### src/rtl/mem_ctrl_pkg.sv
// Shared types, constants and the address-legality helper for the
// memory access arbiter.
package mem_ctrl_pkg;

  localparam int ADDR_W     = 18;
  localparam int DATA_W     = 32;
  localparam int MEM_BYTES  = 256;
  localparam int WORD_BYTES = 4;

  typedef enum logic [1:0] {
    IDLE   = 2'd0,
    ACCESS = 2'd1,
    RESP   = 2'd2
  } state_e;

  // Out-of-range, or a word access that is not on a word boundary.
  function automatic logic addr_err(input logic [ADDR_W-1:0] addr, input logic byte_op);
    logic oob;
    logic misaligned;
    oob        = (addr >= ADDR_W'(MEM_BYTES));
    misaligned = !byte_op && (addr[1:0] != 2'b00);
    return oob | misaligned;
  endfunction

endpackage

### src/rtl/rr_arbiter2.sv
// Two-way round-robin pick: a lone requester wins, a tie goes to the port
// that was not granted last.
module rr_arbiter2 (
  input  logic [1:0] req,
  input  logic       last_grant,
  output logic       grant
);

  // Grant index selection
  always_comb begin
    grant = 1'b0;
    case (req)
      2'b01:   grant = 1'b0;
      2'b10:   grant = 1'b1;
      2'b11:   grant = ~last_grant;
      default: grant = 1'b0;
    endcase
  end

endmodule

### src/rtl/mem_access_arbiter.sv
// Shares the 256-byte data memory between instruction fetch (port 0) and the
// load/store unit (port 1); each access runs IDLE -> ACCESS -> RESP.
module mem_access_arbiter
  import mem_ctrl_pkg::*;
(
  input  logic              clk,
  input  logic              reset,
  input  logic              p0_req,
  input  logic              p0_we,
  input  logic              p0_byte,
  input  logic [ADDR_W-1:0] p0_addr,
  input  logic [DATA_W-1:0] p0_wdata,
  output logic              p0_ack,
  output logic              p0_err,
  output logic [DATA_W-1:0] p0_rdata,
  input  logic              p1_req,
  input  logic              p1_we,
  input  logic              p1_byte,
  input  logic [ADDR_W-1:0] p1_addr,
  input  logic [DATA_W-1:0] p1_wdata,
  output logic              p1_ack,
  output logic              p1_err,
  output logic [DATA_W-1:0] p1_rdata,
  output logic [ADDR_W-1:0] mem_address,
  output logic [DATA_W-1:0] mem_write_data,
  output logic              mem_read,
  output logic              mem_write,
  output logic              mem_byte,
  input  logic [DATA_W-1:0] mem_read_data
);

  state_e              state_r, next_state_s;
  logic [1:0]          req_s;
  logic                grant_s;
  logic                last_grant_r;
  logic                win_r;
  logic                err_r;
  logic                sel_we_s, sel_byte_s, sel_err_s;
  logic [ADDR_W-1:0]   sel_addr_s;
  logic [DATA_W-1:0]   sel_wdata_s;
  logic [DATA_W-1:0]   rd_s;
  logic [ADDR_W-1:0]   mem_address_r;
  logic [DATA_W-1:0]   mem_write_data_r;
  logic                mem_read_r, mem_write_r, mem_byte_r;
  logic                p0_ack_r, p1_ack_r, p0_err_r, p1_err_r;
  logic [DATA_W-1:0]   p0_rdata_r, p1_rdata_r;

  assign req_s = {p1_req, p0_req};

  rr_arbiter2 u_arb (
    .req        (req_s),
    .last_grant (last_grant_r),
    .grant      (grant_s)
  );

  // Mux the winning port's request fields
  always_comb begin
    if (grant_s) begin
      sel_we_s    = p1_we;
      sel_byte_s  = p1_byte;
      sel_addr_s  = p1_addr;
      sel_wdata_s = p1_wdata;
    end else begin
      sel_we_s    = p0_we;
      sel_byte_s  = p0_byte;
      sel_addr_s  = p0_addr;
      sel_wdata_s = p0_wdata;
    end
  end

  assign sel_err_s = addr_err(sel_addr_s, sel_byte_s);
  // Byte loads come back zero-extended whatever the memory drives above bit 7.
  assign rd_s = mem_byte_r ? {24'h000000, mem_read_data[7:0]} : mem_read_data;

  // State register
  always_ff @(posedge clk or posedge reset) begin
    if (reset) state_r <= IDLE;
    else       state_r <= next_state_s;
  end

  // Next-state logic
  always_comb begin
    next_state_s = state_r;
    case (state_r)
      IDLE: begin
        if (|req_s) next_state_s = ACCESS;
        else        next_state_s = IDLE;
      end
      ACCESS:  next_state_s = RESP;
      RESP:    next_state_s = IDLE;
      default: next_state_s = IDLE;
    endcase
  end

  // Request latch, memory strobes and per-port responses
  always_ff @(posedge clk or posedge reset) begin
    if (reset) begin
      last_grant_r     <= 1'b1;
      win_r            <= 1'b0;
      err_r            <= 1'b0;
      mem_address_r    <= '0;
      mem_write_data_r <= '0;
      mem_byte_r       <= 1'b0;
      mem_read_r       <= 1'b0;
      mem_write_r      <= 1'b0;
      p0_ack_r         <= 1'b0;
      p1_ack_r         <= 1'b0;
      p0_err_r         <= 1'b0;
      p1_err_r         <= 1'b0;
      p0_rdata_r       <= '0;
      p1_rdata_r       <= '0;
    end else begin
      mem_read_r  <= 1'b0;
      mem_write_r <= 1'b0;
      p0_ack_r    <= 1'b0;
      p1_ack_r    <= 1'b0;
      p0_err_r    <= 1'b0;
      p1_err_r    <= 1'b0;
      case (state_r)
        IDLE: begin
          if (|req_s) begin
            win_r            <= grant_s;
            last_grant_r     <= grant_s;
            err_r            <= sel_err_s;
            mem_address_r    <= sel_addr_s;
            mem_write_data_r <= sel_byte_s ? {24'h000000, sel_wdata_s[7:0]} : sel_wdata_s;
            mem_byte_r       <= sel_byte_s;
            mem_read_r       <= !sel_we_s && !sel_err_s;
            mem_write_r      <= sel_we_s && !sel_err_s;
          end
        end
        ACCESS: begin
          if (win_r) begin
            p1_rdata_r <= rd_s;
            p1_ack_r   <= 1'b1;
            p1_err_r   <= err_r;
          end else begin
            p0_rdata_r <= rd_s;
            p0_ack_r   <= 1'b1;
            p0_err_r   <= err_r;
          end
        end
        RESP:    ;
        default: ;
      endcase
    end
  end

  assign mem_address    = mem_address_r;
  assign mem_write_data = mem_write_data_r;
  assign mem_read       = mem_read_r;
  assign mem_write      = mem_write_r;
  assign mem_byte       = mem_byte_r;
  assign p0_ack         = p0_ack_r;
  assign p1_ack         = p1_ack_r;
  assign p0_err         = p0_err_r;
  assign p1_err         = p1_err_r;
  assign p0_rdata       = p0_rdata_r;
  assign p1_rdata       = p1_rdata_r;

endmodule

### config.mk
export PLATFORM = sky130hd
export DESIGN_NAME = mem_access_arbiter
export DESIGN_NICKNAME = d
export VERILOG_FILES = /design/src/rtl/mem_ctrl_pkg.sv /design/src/rtl/rr_arbiter2.sv /design/src/rtl/mem_access_arbiter.sv
export SDC_FILE = /design/constraint.sdc
export NUM_CORES = 1
export LEC_CHECK = 0
export CAP_MARGIN = 20
export CORE_ASPECT_RATIO = 1.5
export CORE_MARGIN = 3
export CORE_UTILIZATION = 44
export CTS_CLUSTER_DIAMETER = 200
export CTS_CLUSTER_SIZE = 8
export DETAILED_ROUTE_END_ITERATION = 7
export PLACE_DENSITY = 0.86
export RECOVER_POWER = 50
export SLEW_MARGIN = 5
export SYNTH_ARGS = -nofsm -noshare
export SYNTH_HDL_FRONTEND = slang
export SYNTH_SLANG_ARGS = --single-unit
### constraint.sdc
create_clock -name clk -period 8.3 [get_ports clk]
set_input_delay 1.66 -clock clk [delete_from_list [all_inputs] [get_ports clk]]
set_output_delay 1.66 -clock clk [all_outputs]
set_load 0.02 [all_outputs]
==> impl_metrics.json <==
{
  "status": "finished with violations",
  "async_flop_share": 1.00,
  "die_w_microns": 96.4,
  "cp_slowest_cell": "clkbuf_1",
  "critical_path.endpoint_type": "flip-flop",
  "slew_headroom": -0.530,
  "crit_family": "buffers and inverters",
  "ff2ff_path_depth": 5,
  "crit_required_ps": 8580,
  "cts.path.max_buffers": 2,
  "synth_edf_count": 0,
  "avgSynthCellArea_sq_um": 10.8,
  "seq_area_frac_synth": 0.584,
  "syn-cell-area_sq_um": 5400,
  "p_leak_nw": 3.98,
  "min_path_cells": 1,
  "die_area_sq_um": 13700,
  "dp_cells": 880,
  "synth-main-ff-cell": "dfrtp_1",
  "finalCritPeriodShare": 0.534,
  "synth.ff_latch_count": 126,
  "area_growth_pct": 60.3,
  "p_per_area_nw_per_um2": 387,
  "period_needed_ps": 4430,
  "start_kind": "primary input",
  "path_class": "primary input to flip-flop",
  "grt_pass1_vias": 4966,
  "path_buf_inv": 3,
  "cp_slowest_stage_delay_ps": 1490,
  "cts_sinks": 126,
  "wl_per_cell_microns": 18.0,
  "gp_congestion": 0.805,
  "port-buffer-count": 260,
  "root_buffer": "clkbuf_16",
  "grt_max_degree": 77,
  "synth_nets": 638,
  "cts_buffers": 17,
  "vias_per_cell": 5.24,
  "core_sq_um": 11800,
  "yosys_warnings": 0,
  "final_util": 0.735,
  "diodes": 0,
  "hpwl_mm": 11.9,
  "final_cell_mix": "clkdlybuf4s50_1, nand2_1, dfrtp_1, dlygate4sd3_1, mux2i_1",
  "dr.pass1.iters": 5,
  "worstMarginPinSlew_ps": 2280,
  "grt_pass1_wl_mm": 25.6,
  "cp_num_cells": 5,
  "fin_hold_ws_ps": 458,
  "drv_slew": 107,
  "cts_repair_resize_count": 0,
  "dr_total_vias": 4786,
  "critical_path_arrival_ps": 4720,
  "drt_iter0_markers": 150,
  "nNetsFinal": 891,
  "insertion_delay_ps": 400,
  "instances_no_fill": 913,
  "crit_chain": "clkdlybuf4s50_1, o21ai_4, clkbuf_1, inv_1, mux2_2",
  "cts_tree": "yes",
  "wl_mm": 16.5,
  "start_util": 0.459,
  "crit_fanout": 54,
  "die_y_microns": 142,
  "cts_setup_buffers": 0,
  "synth.distinct_cells": 31,
  "antenna_found_initial": 0,
  "rsz0062_at_grt": "no",
  "hold_buffers": 0,
  "max_freq_mhz": 226,
  "ios": 261,
  "final_common_cell": "clkdlybuf4s50_1",
  "finalSetupViolCount": 0,
  "cap_violations": 2,
  "grt_overflow": 0,
  "rows": 48,
  "h-tree-depth": 4,
  "final.setup_skew_ps": 9.47,
  "setup_tns_ps": 0,
  "violations": "capacitance limit, slew limit",
  "finalHoldViolations": 0,
  "ir_drop_uv": 259,
  "detail-route-antenna-nets": 0,
  "hold_class": "flip-flop to flip-flop",
  "syn_inst": 498,
  "grt_usage": 0.245,
  "drc": 0,
  "drive_gt1_frac": 0.0839,
  "path_clk_slew_ps": 60
}
## worst reg2reg max path, stage by stage, from the launching register on
cell	delay (ps)
dfrtp_1	350
nor2_1	90
o21ai_4	70
clkbuf_1	1490
inv_1	450
mux2_2	420
## power by group
part           total, mW  switching [mW]  internal (mW)  leakage, nW
registers           1.06           0.155          0.903         1.60
clock network      0.715           0.266          0.449        0.279
logic               1.57           0.899          0.675         2.10
total               3.35            1.32           2.03         3.98
## cell usage after synthesis, types with 3 or more instances
master,number,area (sq um)
buf_2,17,85.1
clkbuf_1,11,41.3
dfrtp_1,125,3130
inv_1,3,11.3
mux2_1,8,90.1
mux2i_1,51,510
nand2_1,126,473
nand2b_1,25,156
nor2_1,8,30.0
nor4_1,3,18.8
o21ai_1,74,370
o31ai_1,4,30.0
o31ai_2,20,250
## logic make-up after synthesis
family                 count (synthesis)  share of synthesized area
multiplexers                          61                      0.116
flip-flops                           126                      0.584
AO/OA/AOI/OAI                        106                      0.131
AND/OR/NAND/NOR                      168                      0.136
buffers and inverters                 37                     0.0331
## final timing paths
kind	from	to	slack [ps]
setup reg to reg	state_r[1]	mem_byte	5320
setup / recovery	p1_req	mem_byte	3870
hold reg to reg	state_r[1]	state_r[1]	460
min in group asynchronous	reset	mem_address[4]	2330
max in group asynchronous	reset	p1_ack	4210
hold / removal	state_r[1]	state_r[1]	460
## sequential cells by signal, summed over array words and instances, names as in the netlist
signal          flops
err_r               1
last_grant_r        1
mem_address        18
mem_byte            1
mem_read            1
mem_write           1
mem_write_data     32
p0_ack              1
p0_err              1
p0_rdata           32
p1_ack              1
p1_err              1
p1_rdata           32
state_r             2
win_r               1
## cell type report
cell class                      instances  area [sq um]
Fill cell                             814          3120
Timing Repair Buffer                  266          2640
Clock inverter                         13           138
Inverter                                5          20.0
Multi-Input combinational cell        335          2080
Clock buffer                           18           439
Sequential cell                       126          3150
Tap cell                              150           188
## per-layer routing
metal  vias up  track usage  part of all wire
met5         -            0                 0
met4         0        0.103             0.030
met3        38       0.0684             0.082
met2       231        0.428              0.54
met1      2320        0.275              0.35
li1       2197            -                 -
## stage by stage
step	power (mW)	worst slack, ps	cell area [sq um]
2_1_floorplan	1.92	3290	5400
5_1_grt	3.54	3560	8650
3_3_place_gp	2.65	4350	8080
3_5_place_dp	2.71	4310	8080
4_1_cts	3.46	4740	8660
6_report	3.35	3870	8650
(Power assumes the default switching activity.)
==> variant 1: new RTL, same settings <==
Re-encode `state_e` (3 states) as one-hot, 3 bits wide.
--- a/src/rtl/mem_ctrl_pkg.sv
+++ b/src/rtl/mem_ctrl_pkg.sv
@@ -7,10 +7,10 @@
   localparam int MEM_BYTES  = 256;
   localparam int WORD_BYTES = 4;
 
-  typedef enum logic [1:0] {
-    IDLE   = 2'd0,
-    ACCESS = 2'd1,
-    RESP   = 2'd2
+  typedef enum logic [2:0] {
+    IDLE   = 3'b001,
+    ACCESS = 3'b010,
+    RESP   = 3'b100
   } state_e;
 
   // Out-of-range, or a word access that is not on a word boundary.
Check against the original RTL: same outputs for any inputs over 4 cycles, from zero or initial values and one cycle with reset high; so few cycles prove little.
==> variant 1 against the unedited design <==
The run still ends with max-capacitance violations, max-slew violations left; synthesized area decreased by 1.1%; setup slack got worse by 0.12 ns; sequential cell count increased by 1; wire length decreased by 2.7%; hold slack improved by 0.014 ns; final area decreased by 0.61%; power decreased by 1.4%; core utilization decreased by 0.072 points; first-iteration DRC count decreased by 6.7%; critical path type unchanged; via count increased by 2.4%; clock power increased by 3.6%.
==> variant 1: results (changes against the unedited design) <==
[run_status]
status=complete, but fails checks
violations=max-capacitance violations, max-slew violations

[setup_path]
cpMaxStageDelayCell=inv_1
rr_startpoint=state_r[0]
cp_max_fo=55  ; +1.9%
cpPeakStageDelay_ns=1.04  ; -0.45 ns
crit_end=mem_write_data[6]

[sta]
holdWs_ns=0.473  ; +0.0142 ns
relSlewSlack=-0.744  ; -0.213
slew_violations=189  ; +77%
max_freq_mhz=220  ; -2.6%

[cells_and_area]
stdcell_count=944  ; +3.4%
drive_above_1_share=0.0618  ; -0.0221
seq_area_um2=3180  ; +0.83%

[global_route]
grt_use_total=0.241  ; -0.00373
grtUsageMet1=0.252  ; -0.0226
grt_pass1_vias=5092  ; +2.5%
antenna_found_initial=1  ; +1
grt_use_met2=0.433  ; +0.00497
grt_pass1_wl_um=25000  ; -2.3%
grt_use_met3=0.0566  ; -0.0118

[hold_path]
holdPathStages=2  ; +1

[placed_design]
postPlaceCellArea_um2=8000  ; -1.0%
pre_cts_ws_ns=4.05  ; -0.263 ns
gp_congestion=0.880  ; +9.3%

[detailed_routing]
routedWlPerCell_um=17.0  ; -5.9%
drt_iter0_markers=140  ; -6.7%
viasPerCell=5.19  ; -0.92%

[job]
max_cap_violations=4  ; +2

[power]
leakage_nw=3.86  ; -3.1%
intPower_mw=2.06  ; +1.5%

[yosys]
ys_seq_area_frac=0.596  ; +0.0116
avgSynthCellArea_um2=10.1  ; -6.9%
yosys-top-cells-count=149 x nand2_1, 125 x dfrtp_1, 47 x o21ai_0
synthTopCellsByArea=dfrtp_1 59%, nand2_1 10%, mux2i_1 4.7%, o21ai_0 4.4%, o31ai_1 3.4%
synth_nets=669  ; +4.9%

-- variant 1: metal layers --
layer,vias to the layer above,part of all wire
met5,-,0
met4,0,0.044
met2,206,0.55
met1,2360,0.35
met3,44,0.058
li1,2293,-
-- variant 1: logic make-up after synthesis --
family	Yosys count	synth area share
multiplexers	33	0.0638
AO/OA/AOI/OAI	108	0.125
flip-flops	127	0.596
AND/OR/NAND/NOR	222	0.179
buffers and inverters	39	0.0356
-- variant 1: area by class of cell --
type,instances,area share
Sequential cell,127,0.370
Timing Repair Buffer,265,0.308
Multi-Input combinational cell,363,0.227
Clock buffer,21,0.0535
Tap cell,150,0.0218
Clock inverter,11,0.0161
Inverter,6,0.00276
Antenna cell,1,0.000291
-- variant 1: power by group through the flow --
stage | clock, mW | combinational, mW | sequential [mW]
floorplan | 0 | 0.476 | 1.38
global placement | 0 | 1.47 | 1.07
detailed placement | 0 | 1.52 | 1.09
CTS | 0.753 | 1.53 | 1.08
global route | 0.782 | 1.60 | 1.11
finish | 0.741 | 1.48 | 1.08
==> variant 2: new RTL, same flow settings <==
Made on the original files. The package constant `ADDR_W` goes from 18 to 14.
--- a/src/rtl/mem_ctrl_pkg.sv
+++ b/src/rtl/mem_ctrl_pkg.sv
@@ -2,7 +2,7 @@
 // memory access arbiter.
 package mem_ctrl_pkg;
 
-  localparam int ADDR_W     = 18;
+  localparam int ADDR_W     = 14;
   localparam int DATA_W     = 32;
   localparam int MEM_BYTES  = 256;
   localparam int WORD_BYTES = 4;
Interface: changed (resized mem_address, p0_addr and p1_addr); port bits go from 261 to 249. The function was not compared with the original's and may differ.
==> variant 2 against the unedited design <==
The run still ends with max-capacitance violations, max-slew violations left; clock power rose by 10%; sequential cell count fell by 4; power fell by 0.75%; global-route usage fell by 1.6 points; synthesized area fell by 2.9%; setup slack got worse by 0.87 ns; wire length fell by 8.9%; maximum frequency fell by 16%; final area fell by 3.0%; first-iteration DRC count fell by 11%.
==> variant 2: results (changes against the unedited design) <==
[sta]
skew_ns=0.00709  ; -0.00238 ns
worstMarginPinSlew_ns=2.81  ; +0.527 ns
slew_violations=146  ; +36%
holdWs_ns=0.476  ; +0.0175 ns

[cells_and_area]
seq_area_um2=3050  ; -3.2%
drive_above_1_share=0.0876  ; +0.00374
final.fill_count=793  ; -2.6%
nNetsFinal=838  ; -5.9%

[power]
ir_drop_mv=0.214  ; -17%
leakage_nw=3.74  ; -6.0%

[clock_tree]
cts_resized=0  ; unchanged
post-cts-setup-buffers=0  ; unchanged
clk_latency_ns=0.40  ; about the same

[yosys]
synth_cell_types=34  ; +9.7%
synthTopCellsByArea=dfrtp_1 58%, o21ai_0 10%, mux2i_1 8.8%, mux2_2 3.7%, nand2_1 3.6%
netlist_instances=469  ; -5.8%
yosys-top-cells-count=121 x dfrtp_1, 109 x o21ai_0, 50 x nand2_1
ys_seq_area_frac=0.583  ; -0.00166
synth_nets=601  ; -5.8%
async_flop_share=1.00  ; unchanged

[setup_path]
rr_startpoint=state_r[0]
r2r_end=mem_write_data[2]
rr_worst_depth=4  ; -1
cpPeakStageDelay_ns=2.12  ; +0.63 ns
worstPathArrival_ns=5.53  ; +0.81 ns
cpMaxStageDelayCell=o21ai_0
cp_max_fo=27  ; -50%
regToRegSetupSlack_ns=5.52  ; +0.20 ns

[job]
max_cap_violations=3  ; +1

[detailed_routing]
viasPerCell=5.28  ; +0.67%
firstDrtPassIters=4  ; -1
vias=4586  ; -4.2%
drt_iter0_markers=134  ; -11%
wl_um=15000  ; -8.9%

[placed_design]
gp_congestion=0.741  ; -7.9%
pre_cts_ws_ns=4.37  ; +0.0590 ns
dpl.hpwl_um=10600  ; -11%
io_buffer_count=248  ; -4.6%
postPlaceCellArea_um2=7760  ; -4.0%

[global_route]
grt_pass1_vias=4790  ; -3.5%
grt_pass1_wl_um=23500  ; -7.9%
antenna_found_initial=0  ; unchanged
grt_use_total=0.230  ; -0.0156
grt_max_degree=66  ; -14%

[hold_path]
holdPathStages=2  ; +1
worstHoldStart=p1_rdata[31]
min_to=p1_rdata[31]

[run_status]
status=complete, but fails checks
violations=max-capacitance violations, max-slew violations

variant 2: cell types whose count changed after synthesis, moves of 8 or more:
cell / unedited run / this run
buf_2: 17 / 7
clkbuf_1: 11 / 20
mux2_1: 8 / 0
mux2_2: 1 / 17
nand2_1: 126 / 50
o21ai_0: 2 / 109
o21ai_1: 74 / 8
o31ai_1: 4 / 24
o31ai_2: 20 / 0
variant 2: worst max path at each step:
stage               startpoint  depth (start not counted)                end  slack [ns]
finish                  p1_req                          4  mem_write_data[2]        3.00
floorplan                reset                          1              err_r        3.40
global route            p1_req                          4  mem_write_data[2]        2.67
CTS                   mem_byte                          1           mem_byte        4.64
global placement        p0_req                          5              err_r        4.49
detailed placement      p0_req                          5              err_r        4.37
variant 2: cell families after synthesis:
logic type / after synthesis / synth area share
simple gates: 88 / 0.0785
flops: 122 / 0.583
mux: 65 / 0.130
buf+inv: 42 / 0.0432
compound gates: 152 / 0.166
variant 2: area by class of cell:
class                      count  area share
multi-input combinational    305       0.234
sequential                   122       0.364
tap                          150      0.0224
timing repair buffer         255       0.301
clock buffer                  19      0.0539
inverter                       5     0.00238
clock inverter                13      0.0230
variant 2: metal layers:
layer / global-route usage / share of wire / wire, um / vias up
met5: 0 / 0 / 0 / -
met4: 0.0958 / 0.024 / 361 / 0
met3: 0.0595 / 0.066 / 990 / 25
met2: 0.415 / 0.55 / 8310 / 180
met1: 0.246 / 0.36 / 5330 / 2251
li1: - / - / - / 2130
variant 2: worst max-delay path, delay by kind of cell:
kind / cells / cell delay, ns
buffers and inverters: 2 / 1.47
AOI/OAI and AO/OA: 2 / 2.38
variant 2: power by group:
group	switching (mW)	total (mW)	internal, mW
sequential	0.165	1.04	0.878
clock	0.269	0.790	0.521
combinational	0.818	1.49	0.670
